$ cat config.mk
export PLATFORM = sky130hd
export DESIGN_NAME = seg595_scan_n
export DESIGN_NICKNAME = d
export VERILOG_FILES = /design/src/rtl/seg595_scan_n.sv
export SDC_FILE = /design/constraint.sdc
export NUM_CORES = 1
export LEC_CHECK = 0
export ABC_AREA = 1
export CAP_MARGIN = 20
export CORE_UTILIZATION = 47
export CTS_BUF_LIST = sky130_fd_sc_hd__clkbuf_4
export DETAILED_ROUTE_END_ITERATION = 12
export PLACE_DENSITY = 0.79
export SYNTH_ARGS = -nofsm -noshare
export SYNTH_HDL_FRONTEND = slang
export SYNTH_SLANG_ARGS = --single-unit
$ cat constraint.sdc
create_clock -name sys_clk -period 1.7 [get_ports sys_clk]
set_clock_uncertainty 0.1 [all_clocks]
set_input_delay 0.17 -clock sys_clk [delete_from_list [all_inputs] [get_ports sys_clk]]
set_output_delay 0.17 -clock sys_clk [all_outputs]
set_load 0.02 [all_outputs]
$ cat src/rtl/seg595_scan_n.sv
// seg595_scan_n: multiplexed 7-segment scanner feeding a 74HC595 chain.
// Each scan slot serialises {one-hot digit select, segment pattern} LSB-first
// on ds/shcp (4 clocks per bit) and then latches it with a single stcp pulse.
// Optional PWM brightness on oe is enabled by defining SEG595_PWM_EN.
module seg595_scan_n #(
   parameter int DIGITS  = 6,
   parameter int CNT_MAX = 49_999
) (
   input  logic                  sys_clk,
   input  logic                  sys_rst,
   input  logic                  en,
   input  logic [8*DIGITS-1:0]   seg_data,
   input  logic [DIGITS-1:0]     blank,
`ifdef SEG595_PWM_EN
   input  logic [3:0]            brightness,
`endif
   output logic                  ds,
   output logic                  shcp,
   output logic                  stcp,
   output logic                  oe,
   output logic                  frame_done
);

   localparam int W  = DIGITS + 8;
   localparam int CW = (CNT_MAX > 0) ? $clog2(CNT_MAX + 1) : 1;
   localparam int SW = $clog2(4 * W);
   localparam int DW = (DIGITS > 1) ? $clog2(DIGITS) : 1;

   localparam logic [CW-1:0] CNT_LAST  = CW'(CNT_MAX);
   localparam logic [SW-1:0] STEP_LAST = SW'(4 * W - 1);
   localparam logic [DW-1:0] DIGIT_LAST = DW'(DIGITS - 1);

   typedef enum logic [1:0] {IDLE, SHIFT, LATCH} state_t;

   state_t          state;
   logic [CW-1:0]   cnt_scan;
   logic [SW-1:0]   step;
   logic [DW-1:0]   digit;
   logic [W-1:0]    frame_reg;

   logic            tick;
   logic [DIGITS-1:0] sel_next;
   logic [7:0]      seg_next;
   logic [W-1:0]    frame_next;
   logic [SW-1:0]   step_next;
   logic [SW-3:0]   bit_next;
   logic            oe_next;

`ifdef SEG595_PWM_EN
   logic [3:0]      pwm_cnt;
`endif

   assign tick = (cnt_scan == CNT_LAST);

   // Build the frame for the current digit straight from the inputs so the
   // first bit can be presented in the cycle right after the tick.
   always_comb begin
      sel_next        = '0;
      sel_next[digit] = 1'b1;
      seg_next        = blank[digit] ? 8'hFF : seg_data[8*digit +: 8];
      frame_next      = {sel_next, seg_next};
      step_next       = step + 1'b1;
      bit_next        = step_next[SW-1:2];
   end

`ifdef SEG595_PWM_EN
   // Free-running PWM phase; oe is on while the phase is within the duty.
   always_ff @(posedge sys_clk) begin
      if (sys_rst) pwm_cnt <= '0;
      else         pwm_cnt <= pwm_cnt + 1'b1;
   end

   assign oe_next = ~(en && (pwm_cnt <= brightness));
`else
   assign oe_next = ~en;
`endif

   // Slot counter, shift/latch sequencer and all registered pin outputs.
   always_ff @(posedge sys_clk) begin
      if (sys_rst) begin
         state      <= IDLE;
         cnt_scan   <= '0;
         step       <= '0;
         digit      <= '0;
         frame_reg  <= '0;
         ds         <= 1'b0;
         shcp       <= 1'b0;
         stcp       <= 1'b0;
         oe         <= 1'b1;
         frame_done <= 1'b0;
      end else begin
         cnt_scan <= tick ? '0 : cnt_scan + 1'b1;
         oe       <= oe_next;
         case (state)
            IDLE: begin
               stcp       <= 1'b0;
               frame_done <= 1'b0;
               shcp       <= 1'b0;
               ds         <= 1'b0;
               if (tick) begin
                  state     <= SHIFT;
                  step      <= '0;
                  frame_reg <= frame_next;
                  ds        <= frame_next[0];
               end
            end
            SHIFT: begin
               if (step == STEP_LAST) begin
                  state      <= LATCH;
                  stcp       <= 1'b1;
                  frame_done <= 1'b1;
                  shcp       <= 1'b0;
                  ds         <= 1'b0;
               end else begin
                  step <= step_next;
                  ds   <= frame_reg[bit_next];
                  shcp <= step_next[1];
               end
            end
            LATCH: begin
               state      <= IDLE;
               stcp       <= 1'b0;
               frame_done <= 1'b0;
               shcp       <= 1'b0;
               ds         <= 1'b0;
               digit      <= (digit == DIGIT_LAST) ? '0 : digit + 1'b1;
            end
            default: state <= IDLE;
         endcase
      end
   end

endmodule

==> flow_metrics.tcl <==
set metrics [dict create \
    status "finished, violations left" \
    violations "setup timing" \
    mostFrequentLayoutCells "nand2_1, clkdlybuf4s50_1, dfxtp_1" \
    fillers 424 \
    place_area_um2 3410 \
    grt_pass1_vias 2625 \
    drc 0 \
    die_y_um 77.1 \
    stdcell_area_um2 3770 \
    cts_hold_buffers 0 \
    cts_made_buffers 5 \
    crit_fanout 6 \
    timing.rr.start "step[1]$_SDFFE_PP0P_" \
    hold_path_startpoint "en" \
    hold_violations 0 \
    cap_viol_max_count 0 \
    ios 62 \
    setup_violations 2 \
    synth_edf_count 0 \
    first_pass_iters 5 \
    grt_antenna_before_repair 0 \
    die_width_um 77.1 \
    ir_drop_v 0.000559 \
    slew_violations 0 \
    final_util_pct 71.5 \
    die_area_um2 5950 \
    p_per_area_nw_per_um2 524 \
    syn_nets 447 \
    initial_utilization_pct 50.3 \
    cp.depth 8 \
    grt_max_degree 21 \
    r2r-end "step[0]$_SDFFE_PP0P_" \
    syn_inst 384 \
    hold-worst-slack_ns 0.174 \
    cts_tree "done" \
    cp_data_arrival_time_ns 1.94 \
    largest_reg_flops 16 \
    layout_setup_ws_ns -0.0492 \
    grt_overflow 0 \
    syn_area_um2 2650 \
    rrSetupSlack_ns -0.05 \
    cts_htree_levels 2 \
    max_freq_mhz 572 \
    drt-wirelength-per-cell_um 14.2 \
    min_path_cells 2 \
    clk_pin_slew_ns 0.14 \
    vias 2917 \
    dp_cells 520 \
    drt-vias-per-instance 5.39 \
    yosys_warnings 0 \
    track_usage_pct 22.9 \
    fin_crit_ns 1.75 \
    max-clock-path-buffers 2 \
    port_buffers 61 \
    insertion_delay_ns 0.37 \
    min_to "oe$_SDFF_PP1_" \
    path_buf_inv 1 \
    crit_chain "ha_4, nand2_4, inv_2, nand4_1, or2_1, nand3_4, nor2_1, nor3_1" \
    ys_ff_latch 45 \
    min_path_type "input pin to flip-flop" \
    place_congestion 0.883 \
    final_common_cell "nand2_1" \
    critPathTopFamily "simple AND/OR/NAND/NOR gates" \
    tightest_slew_ns 0.374 \
    crit_slowest_cell "dfxtp_2" \
    rsz0062_at_grt "true" \
    clock_tree.root_cell "clkbuf_4" \
    avgSynthCellArea_um2 6.91 \
    max_slew_margin_pct 75.0 \
    reg2reg_depth 8 \
    power.leakage_nw 1.52 \
    diodes 0 \
    grt_pass1_wl_um 11200 \
    cp-end-kind "flip-flop" \
    synthFlopType "dfxtp_1" \
    fin_cells 541 \
    yosysUniqueCellTypes 39 \
    cts.sink_count 45 \
    fin_tns_setup_ns -0.0682 \
    dp_hpwl_um 5270 \
    fin_nets 533 \
    synthArstFlopShare_pct 0 \
    drive_gt1_share_pct 21.9 \
    path_class "flip-flop to flip-flop" \
    fin_crit_sh_pct 103 \
    drt_iter0_drc 288 \
    core_um2 5270 \
    worstPathRequired_ns 1.89 \
    slowest_delay_ns 0.38 \
    ant_nets 0 \
    rows 26 \
    wl_um 7690 \
    synthToLayoutAreaGrowth_pct 42.1 \
    cp-start-kind "flip-flop" \
    yosysSeqAreaShare_pct 34.0 \
]
power breakdown:
| group | total [W] | internal, W | switching, W |
|---|---|---|---|
| logic | 0.000371 | 0.000209 | 0.000162 |
| clock network | 0.000520 | 0.000157 | 0.000362 |
| registers | 0.00109 | 0.00107 | 0.0000159 |
| total | 0.00198 | 0.00144 | 0.000540 |
per-layer routing:
metal  up-vias  track usage, %  routed length, um
met3        17            4.17                320
met2        83            39.1               3830
met1      1379            29.2               3420
met5         -               0                  0
li1       1438               -                  -
met4         0            6.79                121
cells by family after synthesis:
group | Yosys count | synth area share [%]
AOI/OAI and AO/OA | 75 | 16.5
buffers and inverters | 56 | 9.15
and+or+nand+nor | 194 | 34.8
adders and majority gates | 6 | 2.83
xor gates and xnor gates | 5 | 1.65
DFF | 45 | 34.0
muxes | 3 | 1.13
stage by stage:
step                worst slack (ns)  power, W
finish                       -0.0492   0.00198
global route                  -0.110   0.00205
CTS                          0.00625   0.00194
detailed placement           -0.0116   0.00143
global placement              0.0570   0.00142
floorplan                     0.0993   0.00125
Yosys cell counts (4+ instances only):
cell type	instances	share of area [%]
nand2_1	87	12
dfxtp_1	45	34
nor2_1	40	5.7
inv_1	37	5.2
a21oi_1	28	5.3
nand3_1	26	4.9
o21ai_0	21	4.0
a22oi_1	11	3.1
inv_2	8	1.1
a31oi_1	7	1.7
nand4_1	7	1.7
ha_1	6	2.8
nand2_2	5	1.2
nor2_2	5	1.2
xor2_1	5	1.7
nor3_1	4	0.75
worst max-delay path by stage:
stage,end,start,slack (ns)
after detailed placement,frame_reg[1]$_SDFFE_PP0P_,cnt_scan[0]$_SDFF_PP0_,-0.01
final,step[0]$_SDFFE_PP0P_,step[1]$_SDFFE_PP0P_,-0.05
after CTS,frame_reg[4]$_SDFFE_PP0P_,cnt_scan[0]$_SDFF_PP0_,0.006
after floorplan,frame_reg[5]$_SDFFE_PP0P_,cnt_scan[0]$_SDFF_PP0_,0.1
after global routing,step[5]$_SDFFE_PP0P_,cnt_scan[7]$_SDFF_PP0_,-0.11
after global placement,frame_reg[10]$_SDFFE_PP0P_,cnt_scan[0]$_SDFF_PP0_,0.06
cell type report:
type	count	area, um^2	share of cell area, %
Tap cell	70	87.6	2.32
Multi-Input combinational cell	283	1680	44.5
Clock buffer	5	37.5	0.996
Sequential cell	45	913	24.2
Clock inverter	3	17.5	0.465
Inverter	46	175	4.65
Timing Repair Buffer	89	862	22.9
what timing repair did:
item / in CTS / in global routing
resized for setup: 3 / 61
pin swaps: 1 / 17
buffers inserted: 3 / 9
cloned: 0 / 1
endpoints found under the setup margin: 13 / 38
Power figures use the tool's default switching activity.
